===== src/rtl/fa_serial_adder.sv =====
// rtl/fa_serial_adder.sv - bit-serial WIDTH-bit adder, LSB first; FA_SERIAL_SUB_EN adds a subtract mode
module fa_serial_adder #(
    parameter int WIDTH = 8
) (
    input  logic             clk,
    input  logic             rst,
    input  logic             start,
    input  logic [WIDTH-1:0] a,
    input  logic [WIDTH-1:0] b,
    input  logic             ci,
`ifdef FA_SERIAL_SUB_EN
    input  logic             sub,
`endif
    output logic             busy,
    output logic             done,
    output logic [WIDTH-1:0] s,
    output logic             co
);

    localparam int CW = (WIDTH > 2) ? $clog2(WIDTH) : 1;
    localparam logic [CW-1:0] LAST = CW'(WIDTH - 1);

    typedef enum logic [1:0] {IDLE, SHIFT, DONE} state_t;

    state_t           state;
    logic [WIDTH-1:0] a_sr;
    logic [WIDTH-1:0] b_sr;
    logic [WIDTH-2:0] r_sr;
    logic             carry;
    logic [CW-1:0]    cnt;

    logic             fa_s;
    logic             fa_c;
    logic [WIDTH-1:0] r_next;
    logic [WIDTH-1:0] b_load;
    logic             c_load;

    // Full-adder cell on the current LSBs and the carry flip-flop
    assign fa_s   = a_sr[0] ^ b_sr[0] ^ carry;
    assign fa_c   = (a_sr[0] & b_sr[0]) | (carry & (a_sr[0] ^ b_sr[0]));
    assign r_next = {fa_s, r_sr};

    // Subtraction is a + ~b + 1, so only the load values differ
`ifdef FA_SERIAL_SUB_EN
    assign b_load = sub ? ~b : b;
    assign c_load = sub | ci;
`else
    assign b_load = b;
    assign c_load = ci;
`endif

    always_ff @(posedge clk) begin
        if (rst) begin
            state <= IDLE;
            busy  <= 1'b0;
            done  <= 1'b0;
            s     <= '0;
            co    <= 1'b0;
            a_sr  <= '0;
            b_sr  <= '0;
            r_sr  <= '0;
            carry <= 1'b0;
            cnt   <= '0;
        end else begin
            done <= 1'b0;
            case (state)
                IDLE, DONE: begin
                    if (start) begin
                        a_sr  <= a;
                        b_sr  <= b_load;
                        carry <= c_load;
                        cnt   <= '0;
                        busy  <= 1'b1;
                        state <= SHIFT;
                    end else begin
                        busy  <= 1'b0;
                        state <= IDLE;
                    end
                end
                SHIFT: begin
                    r_sr  <= r_next[WIDTH-1:1];
                    carry <= fa_c;
                    a_sr  <= {1'b0, a_sr[WIDTH-1:1]};
                    b_sr  <= {1'b0, b_sr[WIDTH-1:1]};
                    cnt   <= cnt + 1'b1;
                    if (cnt == LAST) begin
                        s     <= r_next;
                        co    <= fa_c;
                        busy  <= 1'b0;
                        done  <= 1'b1;
                        state <= DONE;
                    end
                end
                default: begin
                    busy  <= 1'b0;
                    state <= IDLE;
                end
            endcase
        end
    end

endmodule

===== config.mk =====
export PLATFORM = sky130hd
export DESIGN_NAME = fa_serial_adder
export DESIGN_NICKNAME = d
export VERILOG_FILES = /design/src/rtl/fa_serial_adder.sv
export SDC_FILE = /design/constraint.sdc
export NUM_CORES = 1
export LEC_CHECK = 0
export CAP_MARGIN = 20
export CORE_MARGIN = 2
export CORE_UTILIZATION = 35
export CTS_BUF_LIST = sky130_fd_sc_hd__clkbuf_4 sky130_fd_sc_hd__clkbuf_8
export CTS_CLUSTER_SIZE = 40
export DETAILED_ROUTE_END_ITERATION = 7
export SETUP_SLACK_MARGIN = 0.02
export SLEW_MARGIN = 0
export SYNTH_ARGS = -nofsm -noshare
export SYNTH_HDL_FRONTEND = slang
export SYNTH_SLANG_ARGS = --single-unit
export TNS_END_PERCENT = 10

===== constraint.sdc =====
create_clock -name clk -period 2.2 [get_ports clk]
set_input_delay 0.55 -clock clk [delete_from_list [all_inputs] [get_ports clk]]
set_output_delay 0.55 -clock clk [all_outputs]
set_load 0.05 [all_outputs]

# Word-level counts from Yosys, hierarchy flattened
# Index checks and enable logic that the tools add are counted.
# totals
register_bits	40
in_bits	20
output_inout_bits	11
word_cells	43
# classes
n_addsub	1
n_eq_ne	5
mux	15
bitwise	6
reduce_logical	6
# ops
op	n
$pmux W8 S2	2
$mux W8	2
$pmux W3 S2	1
$mux W1	5
$ne A2 B2 Y1 const B	2
$pmux W1 S2	2
$pmux W2 S2	1
$reduce_and A2 Y1	2
$reduce_or A2 Y1	2
$add A3 B1 Y3 const B	1
$eq A3 B3 Y1 const B	1
$mux W3	1
$and A1 B1 Y1	2
$eq A2 B1 Y1 const B	1
$eq A2 B2 Y1 const B	1
$logic_not A2 Y1	1
$mux W2	1
$reduce_bool A2 Y1	1
$xor A1 B1 Y1	2
$not A1 Y1	1
$or A1 B1 Y1	1

# Depth between registers and ports, before layout
# depth
ltp_word	4
depth_mapped	6
ltp_nobuf	5

# Worst setup path before layout
# Ideal clock, no wire load.
# synth_path
kind	reg2reg
startpoint	reg cnt[0]
endpoint	reg co
arrival_ns	1.242
t_required_ns	2.129
setup_slack_ns	0.887
stages_incl_launch_ff	7
n_path_buf	1
period_less_slack_ns	1.313
cell_sequence	dfxtp_1 -> ha_1 -> ha_1 -> nand3b_1 -> clkbuf_1 -> nand2_1 -> a21oi_1
# synth_between
elab_chain_len	2
# synth_lines
item	line_no	text
start: declaration	30	logic [CW-1:0] cnt;
start signal: assignment	85	cnt <= cnt + 1'b1;
$eq A3 B3 Y1	86	if (cnt == LAST) begin
$reduce_and A2 Y1 (no line)	-	
end signal: assignment	58	co <= 1'b0;
end signal: assignment	88	co <= fa_c;
end: declaration	17	output logic co
# No other way between the ends.
# A chain may end at the register's enable or synchronous reset.

# Final worst setup path
# layout_path
startpoint	reg busy
endpoint	out busy
# layout_lines
item	line_no	text
start: declaration	14	output logic busy,
start signal: assignment	55	busy <= 1'b0;
start signal: assignment	73	busy <= 1'b1;
start signal: assignment	76	busy <= 1'b0;
# No word-level cell between the ends.

==> impl_metrics.env <==
export IMPL_status="finished clean"
export IMPL_clock_sinks=40
export IMPL_ys_seq_area_share_pct=49.7
export IMPL_clockBufferDepth=2
export IMPL_syn_instance_count=194
export IMPL_die_area_um2=5170
export IMPL_viasPerCell=4.97
export IMPL_reg2regPathDepth=5
export IMPL_wl_per_cell_um=11.7
export IMPL_rsz0062_at_grt="no"
export IMPL_synthDistinctLibCells=19
export IMPL_clkLatencyLatePin_ns=0.28
export IMPL_setup_violations=0
export IMPL_yosys_area_top_type="dfxtp_1"
export IMPL_root_buffer="clkbuf_8"
export IMPL_p_leak_nw=0.700
export IMPL_grt_total_usage_pct=13.8
export IMPL_critical_path_class="register to output port"
export IMPL_synthFlopType="dfxtp_1"
export IMPL_ios=31
export IMPL_crit_slowest_cell="clkdlybuf4s50_1"
export IMPL_critPathLaunchType="register"
export IMPL_core_area_um2=4380
export IMPL_worst_slew_pin_slew_ns=0.594
export IMPL_ir_drop_uv=332
export IMPL_ant_nets=0
export IMPL_num_rows=24
export IMPL_skew_ns=0.00349
export IMPL_htree_levels=2
export IMPL_cts_tree="done"
export IMPL_yosysMostFrequentCell="nand2_1"
export IMPL_final_cell_area_um2=1970
export IMPL_crit_buf_inv=1
export IMPL_layout_nets=240
export IMPL_finalHoldViolCount=0
export IMPL_cts_resized=0
export IMPL_arrival_ns=1.44
export IMPL_num_antenna_cells=0
export IMPL_crit_chain="clkdlybuf4s50_1"
export IMPL_critPathRequiredTime_ns=1.65
export IMPL_yosysWarnings=0
export IMPL_post_cts_buffers=0
export IMPL_fill_cells=457
export IMPL_antenna_found_initial=0
export IMPL_regToRegSetupSlack_ns=0.49
export IMPL_die_w_um=71.9
export IMPL_syn2layout_area_growth_pct=22.0
export IMPL_cts_clk_slew_worst_paths_ns=0.06
export IMPL_post_dp_cell_area_um2=1900
export IMPL_crit_cells=1
export IMPL_drt_iter0_drc=65
export IMPL_dp_hpwl_um=2000
export IMPL_syn_avg_cell_area_um2=8.31
export IMPL_vias=1328
export IMPL_synth_edf_count=0
export IMPL_synth_area_top_cells="dfxtp_1 (50%), nand2_1 (13%), a311oi_1 (8.1%), a21oi_1 (6.8%), nand3_1 (4.3%)"
export IMPL_cpPeakStageDelay_ns=0.81
export IMPL_synth_top_area_share_pct=49.7
export IMPL_io_buffers=30
export IMPL_crit_path_max_fanout=2
export IMPL_r2r_start="cnt[0]"
export IMPL_gr_total_overflow=0
export IMPL_syn_area_um2=1610
export IMPL_ctsHoldBuffers=0
export IMPL_fin_crit_ns=1.99
export IMPL_yosys_top_cells_count="nand2_1 (57), dfxtp_1 (40), a21oi_1 (22), nor2_1 (18), a311oi_1 (15)"
export IMPL_dieHeight_um=71.9
export IMPL_drive_gt1_share_pct=4.65
export IMPL_post_route_period_util_pct=90.4
export IMPL_slew_headroom_pct=60.4
export IMPL_cp_top_family="buffers and inverters"
export IMPL_numCtsBuffers=5
export IMPL_startpoint="busy"
export IMPL_hp_class="register to register"
export IMPL_grt_max_degree=41
export IMPL_hold_depth=2
export IMPL_drc=0
export IMPL_grt_pass1_vias=1256
export IMPL_drv_cap=0
export IMPL_slew_viol_final=0
export IMPL_grt_pass1_wl_um=5550
export IMPL_fin_tns_setup_ns=0
export IMPL_drtPass1Iterations=4
export IMPL_synth_fp_nets=217
export IMPL_drt_total_wl_um=3120
export IMPL_reg2reg_to="s[1]"
export IMPL_cp_end_kind="output port"
export IMPL_p_per_area_nw_per_um2=697
export IMPL_max_freq_mhz=503
export IMPL_endpoint="busy"
export IMPL_initial_utilization_pct=36.8
export IMPL_place_gp_congestion=0.722
export IMPL_synthArstFlopShare_pct=0
export IMPL_synth_seq_cells=40
## kinds of logic after synthesis
logic type | Yosys count | share of synthesized area (%)
compound gates | 38 | 15.4
buf+inv | 17 | 7.06
simple gates | 96 | 25.1
flops | 40 | 49.7
fa+ha+maj | 3 | 2.79
## how the worst min path moves through the flow
stage | endpoint | startpoint | slack (ns)
floorplan | r_sr[0] | r_sr[0] | 0.44
global placement | r_sr[0] | r_sr[0] | 0.44
CTS | s[2] | s[2] | 0.46
detailed placement | s[0] | s[0] | 0.45
global route | cnt[1] | cnt[1] | 0.49
finish | s[0] | s[0] | 0.45
## layout by cell type (no fill, tap or decap)
master / count
or2b_2: 1
nor2_1: 18
clkbuf_8: 5
a311oi_1: 15
a21oi_1: 22
clkdlybuf4s50_1: 30
nand3_1: 14
buf_12: 1
dfxtp_1: 40
nand3b_1: 2
ha_1: 2
o21a_1: 1
and2b_1: 1
fa_1: 1
nor2b_2: 1
nand2b_1: 2
nand2_1: 57
buf_4: 2
## sequential cells by signal, summed over array words and instances (netlist names)
name	count
cnt	3
busy	1
r_sr	7
a_sr	8
b_sr	8
done	1
s	8
co	1
state	2
carry	1
## metrics by stage
stage | std cells | worst slack, ns | utilization [%] | total power, mW | hold WS [ns]
6_report | 267 | 0.210 | 44.9 | 1.37 | 0.455
5_1_grt | 267 | 0.157 | 44.9 | 1.45 | 0.490
4_1_cts | 267 | 0.192 | 44.9 | 1.40 | 0.458
3_5_place_dp | 262 | 0.334 | 43.3 | 0.972 | 0.449
3_3_place_gp | 262 | 0.353 | 43.3 | 0.970 | 0.445
2_1_floorplan | 194 | 0.887 | - | 0.921 | 0.437
## per-layer routing
| layer | up-vias | GRT usage [%] | share of wire (%) |
|---|---|---|---|
| li1 | 700 | - | - |
| met1 | 604 | 17.2 | 47 |
| met2 | 20 | 22.0 | 48 |
| met3 | 4 | 4.22 | 3.0 |
| met4 | 0 | 6.29 | 1.4 |
| met5 | - | 0 | 0 |
## power by group
part           internal [mW]  total (mW)  leakage, nW  switching, mW
registers              0.761       0.783        0.327         0.0220
clock network          0.204       0.419       0.0359          0.215
logic                 0.0779       0.170        0.337         0.0921
total                   1.04        1.37        0.700          0.329
## cell type report
type / count / area (um2) / area share, %
clock buffer: 5 / 68.8 / 3.50
timing repair buffer: 33 / 335 / 17.0
tap: 52 / 65.1 / 3.31
multi-input combinational: 137 / 698 / 35.5
sequential: 40 / 801 / 40.7
(Power assumes the default switching activity.)
